### src/rtl/elevator_request_latch_if.sv
// Button, floor and request bundle between the raw button pins, the request latch and the car controller.
// master drives buttons and car state; slave returns latched requests and summary flags.
interface elevator_request_latch_if #(
    parameter int FLOORS  = 8,
    parameter int FLOOR_W = 3
);
    logic [FLOORS-1:0]  btn_num_in;
    logic [FLOORS-1:0]  btn_up_out;
    logic [FLOORS-1:0]  btn_down_out;
    logic [FLOOR_W-1:0] cur_floor;
    logic               clear_en;
    logic               dir_up;
    logic [FLOORS-1:0]  active_in_levels;
    logic [FLOORS-1:0]  active_out_up_levels;
    logic [FLOORS-1:0]  active_out_down_levels;
    logic               req_above;
    logic               req_below;
    logic               req_here;
    logic               any_req;

    modport master (
        output btn_num_in, btn_up_out, btn_down_out, cur_floor, clear_en, dir_up,
        input  active_in_levels, active_out_up_levels, active_out_down_levels,
        input  req_above, req_below, req_here, any_req
    );

    modport slave (
        input  btn_num_in, btn_up_out, btn_down_out, cur_floor, clear_en, dir_up,
        output active_in_levels, active_out_up_levels, active_out_down_levels,
        output req_above, req_below, req_here, any_req
    );
endinterface

### src/rtl/elevator_request_latch.sv
// Synchronises and debounces elevator buttons, latches requests until a door-open stop clears them.
// Press-to-request latency DEBOUNCE_CYCLES+3 edges, clear next edge; no backpressure, requests held until serviced.
module elevator_request_latch #(
    parameter int FLOORS          = 8,
    parameter int FLOOR_W         = 3,
    parameter int DEBOUNCE_CYCLES = 4,
    parameter int CNT_W           = 3
) (
    input  logic                   clk,
    input  logic                   reset,
    elevator_request_latch_if.slave bus
);
    localparam int                NBITS      = 3 * FLOORS;
    localparam logic [CNT_W-1:0]  DB_MAX     = CNT_W'(DEBOUNCE_CYCLES);
    localparam logic [FLOORS-1:0] UP_VALID   = {1'b0, {(FLOORS-1){1'b1}}};
    localparam logic [FLOORS-1:0] DOWN_VALID = {{(FLOORS-1){1'b1}}, 1'b0};

    logic [NBITS-1:0]            w_raw;
    logic [NBITS-1:0]            r_s1;
    logic [NBITS-1:0]            r_s2;
    logic [NBITS-1:0][CNT_W-1:0] r_cnt;
    logic [NBITS-1:0][CNT_W-1:0] w_cnt_nxt;
    logic [NBITS-1:0]            r_lvl;
    logic [NBITS-1:0]            r_lvl_d;
    logic [NBITS-1:0]            w_lvl_nxt;
    logic [NBITS-1:0]            w_rise;

    logic [FLOOR_W-1:0]          w_floor;
    logic                        w_clr_ok;
    logic [FLOORS-1:0]           w_clr_sel;
    logic [FLOORS-1:0]           w_clr_in;
    logic [FLOORS-1:0]           w_clr_up;
    logic [FLOORS-1:0]           w_clr_dn;
    logic [FLOORS-1:0]           w_set_in;
    logic [FLOORS-1:0]           w_set_up;
    logic [FLOORS-1:0]           w_set_dn;

    logic [FLOORS-1:0]           r_act_in;
    logic [FLOORS-1:0]           r_act_up;
    logic [FLOORS-1:0]           r_act_dn;
    logic [FLOORS-1:0]           w_mask;
    logic                        w_above;
    logic                        w_below;
    logic                        w_here;

    assign w_raw   = {bus.btn_down_out, bus.btn_up_out, bus.btn_num_in};
    assign w_floor = bus.cur_floor;

    // Counter saturates at DB_MAX; the level is simply "counter sits at DB_MAX".
    always_comb begin
        w_cnt_nxt = '0;
        w_lvl_nxt = '0;
        for (int i = 0; i < NBITS; i++) begin
            if (r_s2[i]) begin
                w_cnt_nxt[i] = (r_cnt[i] < DB_MAX) ? r_cnt[i] + CNT_W'(1) : r_cnt[i];
            end
            w_lvl_nxt[i] = (w_cnt_nxt[i] == DB_MAX);
        end
    end

    assign w_rise   = r_lvl & ~r_lvl_d;
    assign w_set_in = w_rise[FLOORS-1:0];
    assign w_set_up = w_rise[2*FLOORS-1:FLOORS] & UP_VALID;
    assign w_set_dn = w_rise[3*FLOORS-1:2*FLOORS] & DOWN_VALID;

    // The opposite-direction hall call survives the stop; the car will return for it.
    assign w_clr_ok  = bus.clear_en && (int'(w_floor) < FLOORS);
    assign w_clr_sel = w_clr_ok ? (FLOORS'(1) << w_floor) : '0;
    assign w_clr_in  = w_clr_sel;
    assign w_clr_up  = bus.dir_up ? w_clr_sel : '0;
    assign w_clr_dn  = bus.dir_up ? '0 : w_clr_sel;

    always_ff @(posedge clk or negedge reset) begin
        if (!reset) begin
            r_s1     <= '0;
            r_s2     <= '0;
            r_cnt    <= '0;
            r_lvl    <= '0;
            r_lvl_d  <= '0;
            r_act_in <= '0;
            r_act_up <= '0;
            r_act_dn <= '0;
        end else begin
            r_s1     <= w_raw;
            r_s2     <= r_s1;
            r_cnt    <= w_cnt_nxt;
            r_lvl    <= w_lvl_nxt;
            r_lvl_d  <= r_lvl;
            // Clear dominates a coincident set: the stop in progress satisfies it.
            r_act_in <= (r_act_in | w_set_in) & ~w_clr_in;
            r_act_up <= (r_act_up | w_set_up) & ~w_clr_up;
            r_act_dn <= (r_act_dn | w_set_dn) & ~w_clr_dn;
        end
    end

    // An out-of-range floor lands every bit in the "below" bucket naturally.
    always_comb begin
        w_mask  = r_act_in | r_act_up | r_act_dn;
        w_above = 1'b0;
        w_below = 1'b0;
        w_here  = 1'b0;
        for (int i = 0; i < FLOORS; i++) begin
            if (i > int'(w_floor)) begin
                w_above = w_above | w_mask[i];
            end else if (i < int'(w_floor)) begin
                w_below = w_below | w_mask[i];
            end else begin
                w_here = w_here | w_mask[i];
            end
        end
    end

    assign bus.active_in_levels       = r_act_in;
    assign bus.active_out_up_levels   = r_act_up;
    assign bus.active_out_down_levels = r_act_dn;
    assign bus.req_above              = w_above;
    assign bus.req_below              = w_below;
    assign bus.req_here               = w_here;
    assign bus.any_req                = |w_mask;
endmodule
### src/flat_wrapper.sv
// flat-port wrapper written by rule: the top's interface ports become plain ports
module elevator_request_latch_flat 
#(
    parameter int FLOORS          = 8,
    parameter int FLOOR_W         = 3,
    parameter int DEBOUNCE_CYCLES = 4,
    parameter int CNT_W           = 3
)
  (clk, reset, bus_btn_num_in, bus_btn_up_out, bus_btn_down_out, bus_cur_floor, bus_clear_en, bus_dir_up, bus_active_in_levels, bus_active_out_up_levels, bus_active_out_down_levels, bus_req_above, bus_req_below, bus_req_here, bus_any_req);
  elevator_request_latch_if #(.FLOORS(FLOORS), .FLOOR_W(FLOOR_W)) bus_i ();
  input  logic clk;
  input  logic reset;
  input wire logic [$bits(bus_i.btn_num_in)-1:0] bus_btn_num_in;
  input wire logic [$bits(bus_i.btn_up_out)-1:0] bus_btn_up_out;
  input wire logic [$bits(bus_i.btn_down_out)-1:0] bus_btn_down_out;
  input wire logic [$bits(bus_i.cur_floor)-1:0] bus_cur_floor;
  input wire logic [$bits(bus_i.clear_en)-1:0] bus_clear_en;
  input wire logic [$bits(bus_i.dir_up)-1:0] bus_dir_up;
  output wire logic [$bits(bus_i.active_in_levels)-1:0] bus_active_in_levels;
  output wire logic [$bits(bus_i.active_out_up_levels)-1:0] bus_active_out_up_levels;
  output wire logic [$bits(bus_i.active_out_down_levels)-1:0] bus_active_out_down_levels;
  output wire logic [$bits(bus_i.req_above)-1:0] bus_req_above;
  output wire logic [$bits(bus_i.req_below)-1:0] bus_req_below;
  output wire logic [$bits(bus_i.req_here)-1:0] bus_req_here;
  output wire logic [$bits(bus_i.any_req)-1:0] bus_any_req;
  assign bus_i.btn_num_in = bus_btn_num_in;
  assign bus_i.btn_up_out = bus_btn_up_out;
  assign bus_i.btn_down_out = bus_btn_down_out;
  assign bus_i.cur_floor = bus_cur_floor;
  assign bus_i.clear_en = bus_clear_en;
  assign bus_i.dir_up = bus_dir_up;
  assign bus_active_in_levels = bus_i.active_in_levels;
  assign bus_active_out_up_levels = bus_i.active_out_up_levels;
  assign bus_active_out_down_levels = bus_i.active_out_down_levels;
  assign bus_req_above = bus_i.req_above;
  assign bus_req_below = bus_i.req_below;
  assign bus_req_here = bus_i.req_here;
  assign bus_any_req = bus_i.any_req;
  elevator_request_latch #(.FLOORS(FLOORS), .FLOOR_W(FLOOR_W), .DEBOUNCE_CYCLES(DEBOUNCE_CYCLES), .CNT_W(CNT_W)) u_core (.clk(clk), .reset(reset), .bus(bus_i));
endmodule
### config.mk
export PLATFORM = sky130hd
export DESIGN_NAME = elevator_request_latch_flat
export DESIGN_NICKNAME = d
export VERILOG_FILES = /design/src/rtl/elevator_request_latch_if.sv /design/src/rtl/elevator_request_latch.sv /design/src/flat_wrapper.sv
export SDC_FILE = /design/constraint.sdc
export NUM_CORES = 1
export LEC_CHECK = 0
export BUFFER_PORTS_ARGS = -buffer_cell sky130_fd_sc_hd__buf_4
export CORE_MARGIN = 5
export CORE_UTILIZATION = 58
export DETAILED_ROUTE_END_ITERATION = 12
export GPL_TIMING_DRIVEN = 0
export PLACE_DENSITY = 0.78
export SYNTH_ARGS = -nofsm -noshare
export SYNTH_HDL_FRONTEND = slang
export SYNTH_SLANG_ARGS = --single-unit
### constraint.sdc
create_clock -name clk -period 2.14 [get_ports clk]
set_clock_uncertainty 0.05 [all_clocks]
set_input_delay 0.321 -clock clk [delete_from_list [all_inputs] [get_ports clk]]
set_output_delay 0.321 -clock clk [all_outputs]
set_load 0.1 [all_outputs]
# [Word level (Yosys, flattened, before mapping)]
# Cells that the tools add are included.
[totals] reg_bits=192 input_bits=31 out_inout_bits=28
[op_classes] add_sub_neg=24 magnitude_cmp=38 n_eq_ne=24 shifts=1 mux=85 bitwise=32 n_reduce_logical=1
[op_table] operator="3-bit 2-to-1 mux" count=48
[op_table] operator="3-bit by 1-bit adder with 3-bit output, second input constant" count=24
[op_table] operator="3-bit equality test, second input constant" count=24
[op_table] operator="3-bit less-than comparator, second input constant" count=24
[op_table] operator="1-bit 2-to-1 mux" count=34
[op_table] operator="8-bit bitwise OR" count=4
[op_table] operator="24-bit bitwise AND" count=1
[op_table] operator="8-bit bitwise AND" count=3
[op_table] operator="8-bit 2-to-1 mux" count=3
[op_table] operator="24-bit NOT" count=1
[op_table] operator="8-bit NOT" count=3
[op_table] operator="1-bit bitwise OR" count=19
[op_table] operator="3-bit greater-than comparator, first input constant" count=4
[op_table] operator="3-bit less-than comparator, first input constant" count=3
[op_table] operator="8-bit by 7-bit bitwise OR with 8-bit output" count=1
[op_table] operator="8-bit OR reduction" count=1
[op_table] operator="1-bit by 3-bit << shifter with 8-bit output, first input constant" count=1
[op_table] operator="2-bit by 3-bit greater-than comparator with 1-bit output, first input constant" count=2
[op_table] operator="1-bit by 3-bit less-than comparator with 1-bit output, first input constant" count=2
[op_table] operator="2-bit by 3-bit less-than comparator with 1-bit output, first input constant" count=2
[op_table] operator="1-bit by 3-bit greater-than comparator with 1-bit output, first input constant" count=1

# [Depth between registers and ports, before layout]
[logic_depth] depth_word=23 ltp_mapped=5 mapped_depth_nobuf=4

# [Worst setup path after synthesis]
# Ideal clock, no wire load.
[synth_timing] kind="register to output" startpoint="reg u_core.r_act_in[7] (netlist: u_core.bus.active_in_levels[7])" endpoint="out bus_req_here" arrival_time_ps=3184 required_ps=1769 setup_slack_ps=-1415 path_stages_with_launch=4 cell_sequence="dfrtp_1 > nor3_1 > mux4_2 > mux2i_1"
[synth_via] elab_chain_len=4
[synth_lines] element="start, declared" line_no="elevator_request_latch.sv:38" source="logic [FLOORS-1:0] r_act_in;"
[synth_lines] element="start signal, assigned" line_no="elevator_request_latch.sv:90" source="r_act_in <= (r_act_in | w_set_in) & ~w_clr_in;"
[synth_lines] element="8-bit bitwise OR (2 in a row)" line_no="elevator_request_latch.sv:98" source="w_mask = r_act_in | r_act_up | r_act_dn;"
[synth_lines] element="1-bit bitwise OR" line_no="elevator_request_latch.sv:108" source="w_here = w_here | w_mask[i];"
[synth_lines] element="1-bit 2-to-1 mux" line_no="elevator_request_latch.sv:103" source="if (i > int'(w_floor)) begin"
[synth_lines] element="end, declared" line_no="flat_wrapper.sv:24" source="output wire logic [$bits(bus_i.req_here)-1:0] bus_req_here;"
# Every way passes these cells.

# [Worst setup path in the final report]
[layout_timing] startpoint="reg u_core.r_act_in[4] (netlist: u_core.bus.active_in_levels[4])" endpoint="out bus_req_below"
[layout_via] elab_chain_len=11
[layout_lines] element="8-bit bitwise OR * (2 in a row)" line_no="elevator_request_latch.sv:98"
[layout_lines] element="1-bit bitwise OR *" line_no="elevator_request_latch.sv:106" source="w_below = w_below | w_mask[i];"
[layout_lines] element="1-bit 2-to-1 mux *" line_no="elevator_request_latch.sv:105" source="end else if (i < int'(w_floor)) begin"
[layout_lines] element="1-bit 2-to-1 mux *" line_no="elevator_request_latch.sv:103"
[layout_lines] element="1-bit bitwise OR" line_no="elevator_request_latch.sv:106"
[layout_lines] element="1-bit 2-to-1 mux" line_no="elevator_request_latch.sv:105"
[layout_lines] element="1-bit 2-to-1 mux *" line_no="elevator_request_latch.sv:103"
[layout_lines] element="1-bit bitwise OR" line_no="elevator_request_latch.sv:106"
[layout_lines] element="1-bit 2-to-1 mux" line_no="elevator_request_latch.sv:105"
[layout_lines] element="1-bit 2-to-1 mux *" line_no="elevator_request_latch.sv:103"
[layout_lines] element="end, declared" line_no="flat_wrapper.sv:23" source="output wire logic [$bits(bus_i.req_below)-1:0] bus_req_below;"
# Every way passes the cells marked *; elsewhere a longest branch is shown, timed or not.

==> results.md <==
- The floorplan step set the die width to 115.4 um.
- The height of the chip is about 120 um.
- For this configuration, the core starts out at a cell density of around three fifths.
- The initial detailed-routing violation count is ~190.
- The total number of yosys warnings is 0.
- The post-route total power is between 10 and 15 mW.
- The top-level I/O count is between 50 and 60.
- For this block, wires on met1 add up to ~4800 um.
- Compared with the post-synthesis result, the final layout area differs by 26.82%.
- The total met2 wirelength after detailed routing is a little under 6000 um.
- In the final timing run, aggregate negative setup slack is -1639 ps.
- The die covers 0.01331 mm^2.
- The share of the cycle needed by the critical path after routing is 125.3%.
- The endpoint kind of the worst setup timing path is an output pin.
- The endpoint identified for the worst register-to-register timing path is u_core.r_lvl[18]$_DFF_PN0_.
- The timing-limited maximum frequency is about 370 MHz.
- In this run the core area contains 38 standard-cell rows.
- The clock period minus final worst setup slack is between 2000 and 3000 ps.
- Dividing the detail-routed via count by the number of cells gives around 5.2.
- The setup check on the worst reg-to-reg path leaves a slack of roughly 650 ps.
- STA classifies the critical path startpoint as a flip-flop.
- The total inserted antenna cells is 0.
- A synthesized cell averages 14.34 um^2.
- After detailed routing, the number of remaining DRC violations is 0.
- The detailed-placement wirelength estimate is 7470 um.
- Setup repair after global routing could not meet its margin everywhere.
- The share of synthesized flip-flops with an asynchronous set or reset is 100.0%.
- Ranked by total cell area, the synthesized netlist is headed by sky130_fd_sc_hd__dfrtp_1 69%, sky130_fd_sc_hd__ha_1 4.3%, sky130_fd_sc_hd__mux2i_1 3.6%.
- The highest routed metal layer is met4.
- The endpoint of the worst hold-timing path is u_core.bus.active_in_levels[0]$_DFF_PN0_.
- The most frequently used flop master after synthesis is sky130_fd_sc_hd__dfrtp_1.
- The hold-critical path depth is 3.
- The worst-margin pin slew is around 580 ps.
- The most numerous cell in the Yosys netlist is sky130_fd_sc_hd__dfrtp_1.
- The amount of wire on met3 after detailed routing is between 500 and 600 um.
- The global-route wire length before repair is around 19000 um.
- The power per unit of standard cell area is about 1400 mW/mm^2.
- The number of slew-limit violations in the final report is 0.
- The share of layout cells above drive strength 1 is 23.45%.
- The synthesized instance count is between 400 and 500.
- The required time reported for the critical path endpoint is roughly 1800 ps.
- The number of clock buffers added by TritonCTS is 17.
- The via count is around 3700.
- The placed cell count is roughly 640.
- Sequential elements use 69.18% of the synthesized area.
- TritonCTS built the clock tree.
- The post-CTS clock slew at the launch and capture registers of the worst setup and hold paths is 70 ps.
- The maximum number of pins on one net before global-route repair is ~100.
- Before CTS, the worst setup slack after placement is -2.158 ps.
- The total global-route track usage is 19.11%.
- In this run the worst hold path is classified as input pin to flip-flop.
- The finished layout holds around 700 standard cells, fillers aside.
- Routability-driven placement finished with a final weighted congestion of slightly below 0.8.
- The worst slew margin relative to its limit is approximately three fifths.
- Counting flops and latches in the post-synthesis netlist gives roughly 180.
- The number of hold-slack violations in the final timing report is 0.
- Setup violations remaining at the end of the flow were counted as 4.
- The number of nets with antenna violations after routing is 0.
- The mapped netlist covers around 0.0064 mm^2.
- CTS placed an instance of sky130_fd_sc_hd__clkbuf_8 at the clock tree root.
- The flow ran to the end, but the final reports show violations.
- The floorplan core area is ~0.011 mm^2.
- The checks that failed: negative setup slack.
- The synthesized design contains 0 enable-type register cells.
- The startpoint of the worst setup timing path is u_core.bus.active_in_levels[4]$_DFF_PN0_.
- The area fraction of the dominant cell type after synthesis is a little under 70%.
- The maximum number of buffers from clock root to sink is 2.
- The maximum VDD drop is ~0.0012 V.
- Along the worst path, the maximum fanout reaches 4.
- The number of search-and-repair iterations in the first detailed-routing pass is 4.
- By count the netlist is led by 178 x sky130_fd_sc_hd__dfrtp_1, 38 x sky130_fd_sc_hd__a21oi_1.
- The unique cell type count in the Yosys netlist is 33.
- The beginning of the worst hold path is bus_cur_floor[0].
- Data on the critical path arrives at its endpoint at between 2000 and 2500 ps.
- The post-synthesis net count is 502.
- The tree built by TritonCTS fans out to ~180 sinks.
- The wire length per cell after detailed routing is roughly 16 um.
- The count of buffers added on input and output ports is 54.
- The worst reg-to-reg path cell count is 4.
- After the last flow step, the layout net total stands at approximately 600.
- The critical path start-end classification is flip-flop to output pin.
- The final setup slack of the worst path is -541.0 ps.
- The max-capacitance violation count is 0.
- Summed over all layers, the global routing overflow is 0.
- The initial antenna violation count is 0.
- The worst reg2reg path startpoint is u_core.r_cnt[54]$_DFF_PN0_.
- The static leakage is ~3.7 nW.
- The detailed-route wire length is 11520 um.
- The clock insertion delay at the later pin of the skew report is around 530 ps.
- The H-tree generated during clock tree synthesis spans 4 levels.
- The number of global-route vias before repair is 4026.
- The synthesized design spends more area on one cell type than any other, namely sky130_fd_sc_hd__dfrtp_1.
[kinds of logic after synthesis]
family / after synthesis / synth area share, %
compound gates: 71 / 6.704
simple gates: 104 / 10.69
mux: 25 / 4.275
xor+xnor: 22 / 2.993
fa+ha+maj: 22 / 4.275
flops: 178 / 69.18
buf+inv: 27 / 1.885
[per-stage QoR]
step / utilization (%) / cell area, um^2 / hold WS [ps]
after floorplan: - / 6575 / -24.59
after global placement: 66.01 / 7156 / 281.2
after detailed placement: 66.33 / 7191 / 275.1
after CTS: 75.32 / 8165 / 68.49
after global routing: 75.32 / 8165 / 142.0
final: 75.32 / 8165 / 94.70
[report_power, final]
group	switching, mW	internal (mW)	total (mW)
Combinational	2.41	0.995	3.40
Sequential	0.503	4.03	4.53
Clock	1.25	2.20	3.45
[worst max-delay path: stages, from the launching register on]
cell and delay, ps:
sky130_fd_sc_hd__dfrtp_4 500, sky130_fd_sc_hd__or3_4 400, sky130_fd_sc_hd__a221o_1 350, sky130_fd_sc_hd__a211o_4 350, sky130_fd_sc_hd__buf_12 170
[state kept, by name (all words and copies together) (netlist names)]
name                               count
u_core.bus.active_in_levels            8
u_core.r_cnt                          66
u_core.bus.active_out_up_levels        8
u_core.r_lvl                          22
u_core.r_s1                           22
u_core.r_lvl_d                        22
u_core.r_s2                           22
u_core.bus.active_out_down_levels      8
[layout by cell type (no fill, tap or decap), types with 2 or more instances in the layout]
master                          count
sky130_fd_sc_hd__clkbuf_16         16
sky130_fd_sc_hd__buf_12             2
sky130_fd_sc_hd__buf_6              2
sky130_fd_sc_hd__clkbuf_1           2
sky130_fd_sc_hd__buf_4             54
sky130_fd_sc_hd__inv_1             23
sky130_fd_sc_hd__clkbuf_8           4
sky130_fd_sc_hd__dfrtp_4           24
sky130_fd_sc_hd__nor2_1            15
sky130_fd_sc_hd__bufinv_16          6
sky130_fd_sc_hd__nor3b_1           22
sky130_fd_sc_hd__dlygate4sd3_1     23
sky130_fd_sc_hd__dfrtp_1          154
sky130_fd_sc_hd__ha_1              22
sky130_fd_sc_hd__nor3_1             3
sky130_fd_sc_hd__xnor2_1           22
sky130_fd_sc_hd__clkinv_4           2
sky130_fd_sc_hd__a21boi_0           2
sky130_fd_sc_hd__mux4_2             2
sky130_fd_sc_hd__o21a_1            23
sky130_fd_sc_hd__and2_1            22
sky130_fd_sc_hd__clkinvlp_4         3
sky130_fd_sc_hd__a21oi_1           38
sky130_fd_sc_hd__mux2i_1           22
sky130_fd_sc_hd__o21ai_0            2
sky130_fd_sc_hd__nor3_4             7
sky130_fd_sc_hd__nand2_1            5
sky130_fd_sc_hd__o21ai_1            2
sky130_fd_sc_hd__nand2b_1           2
sky130_fd_sc_hd__nor2b_1           22
[how the worst max path moves through the flow]
stage	end	slack [ps]	cells past startpoint
CTS	bus_req_below	-560	4
finish	bus_req_below	-540	4
floorplan	bus_req_here	-80	3
global placement	u_core.bus.active_in_levels[3]$_DFF_PN0_	-510	1
global route	bus_req_below	-590	4
detailed placement	bus_req_below	-2	5
[final cells by class]
| cell class | count | area (um^2) |
|---|---|---|
| clock inverter | 12 | 229.0 |
| buffer | 3 | 28.78 |
| sequential | 178 | 4544 |
| fill | 661 | 2675 |
| inverter | 24 | 92.59 |
| tap | 140 | 175.2 |
| timing repair buffer | 82 | 729.5 |
| multi-input combinational | 244 | 1921 |
| clock buffer | 20 | 445.4 |
[metal layers]
metal  up-vias  track usage [%]
met5         -                0
met4         0            6.808
met3        18            6.158
met2        72            32.60
met1      1870            22.90
li1       1729                -
[what timing repair did]
| item | in CTS | in global routing |
|---|---|---|
| resized for setup | 10 | 0 |
| endpoints found under the setup margin | 4 | 4 |
| setup buffers | 4 | 0 |
| cloned | 0 | 0 |
| pin swaps | 1 | 0 |
| endpoints found under the hold margin | 98 | 0 |
| hold buffers | 23 | 0 |
Power figures use the tool's default switching activity.
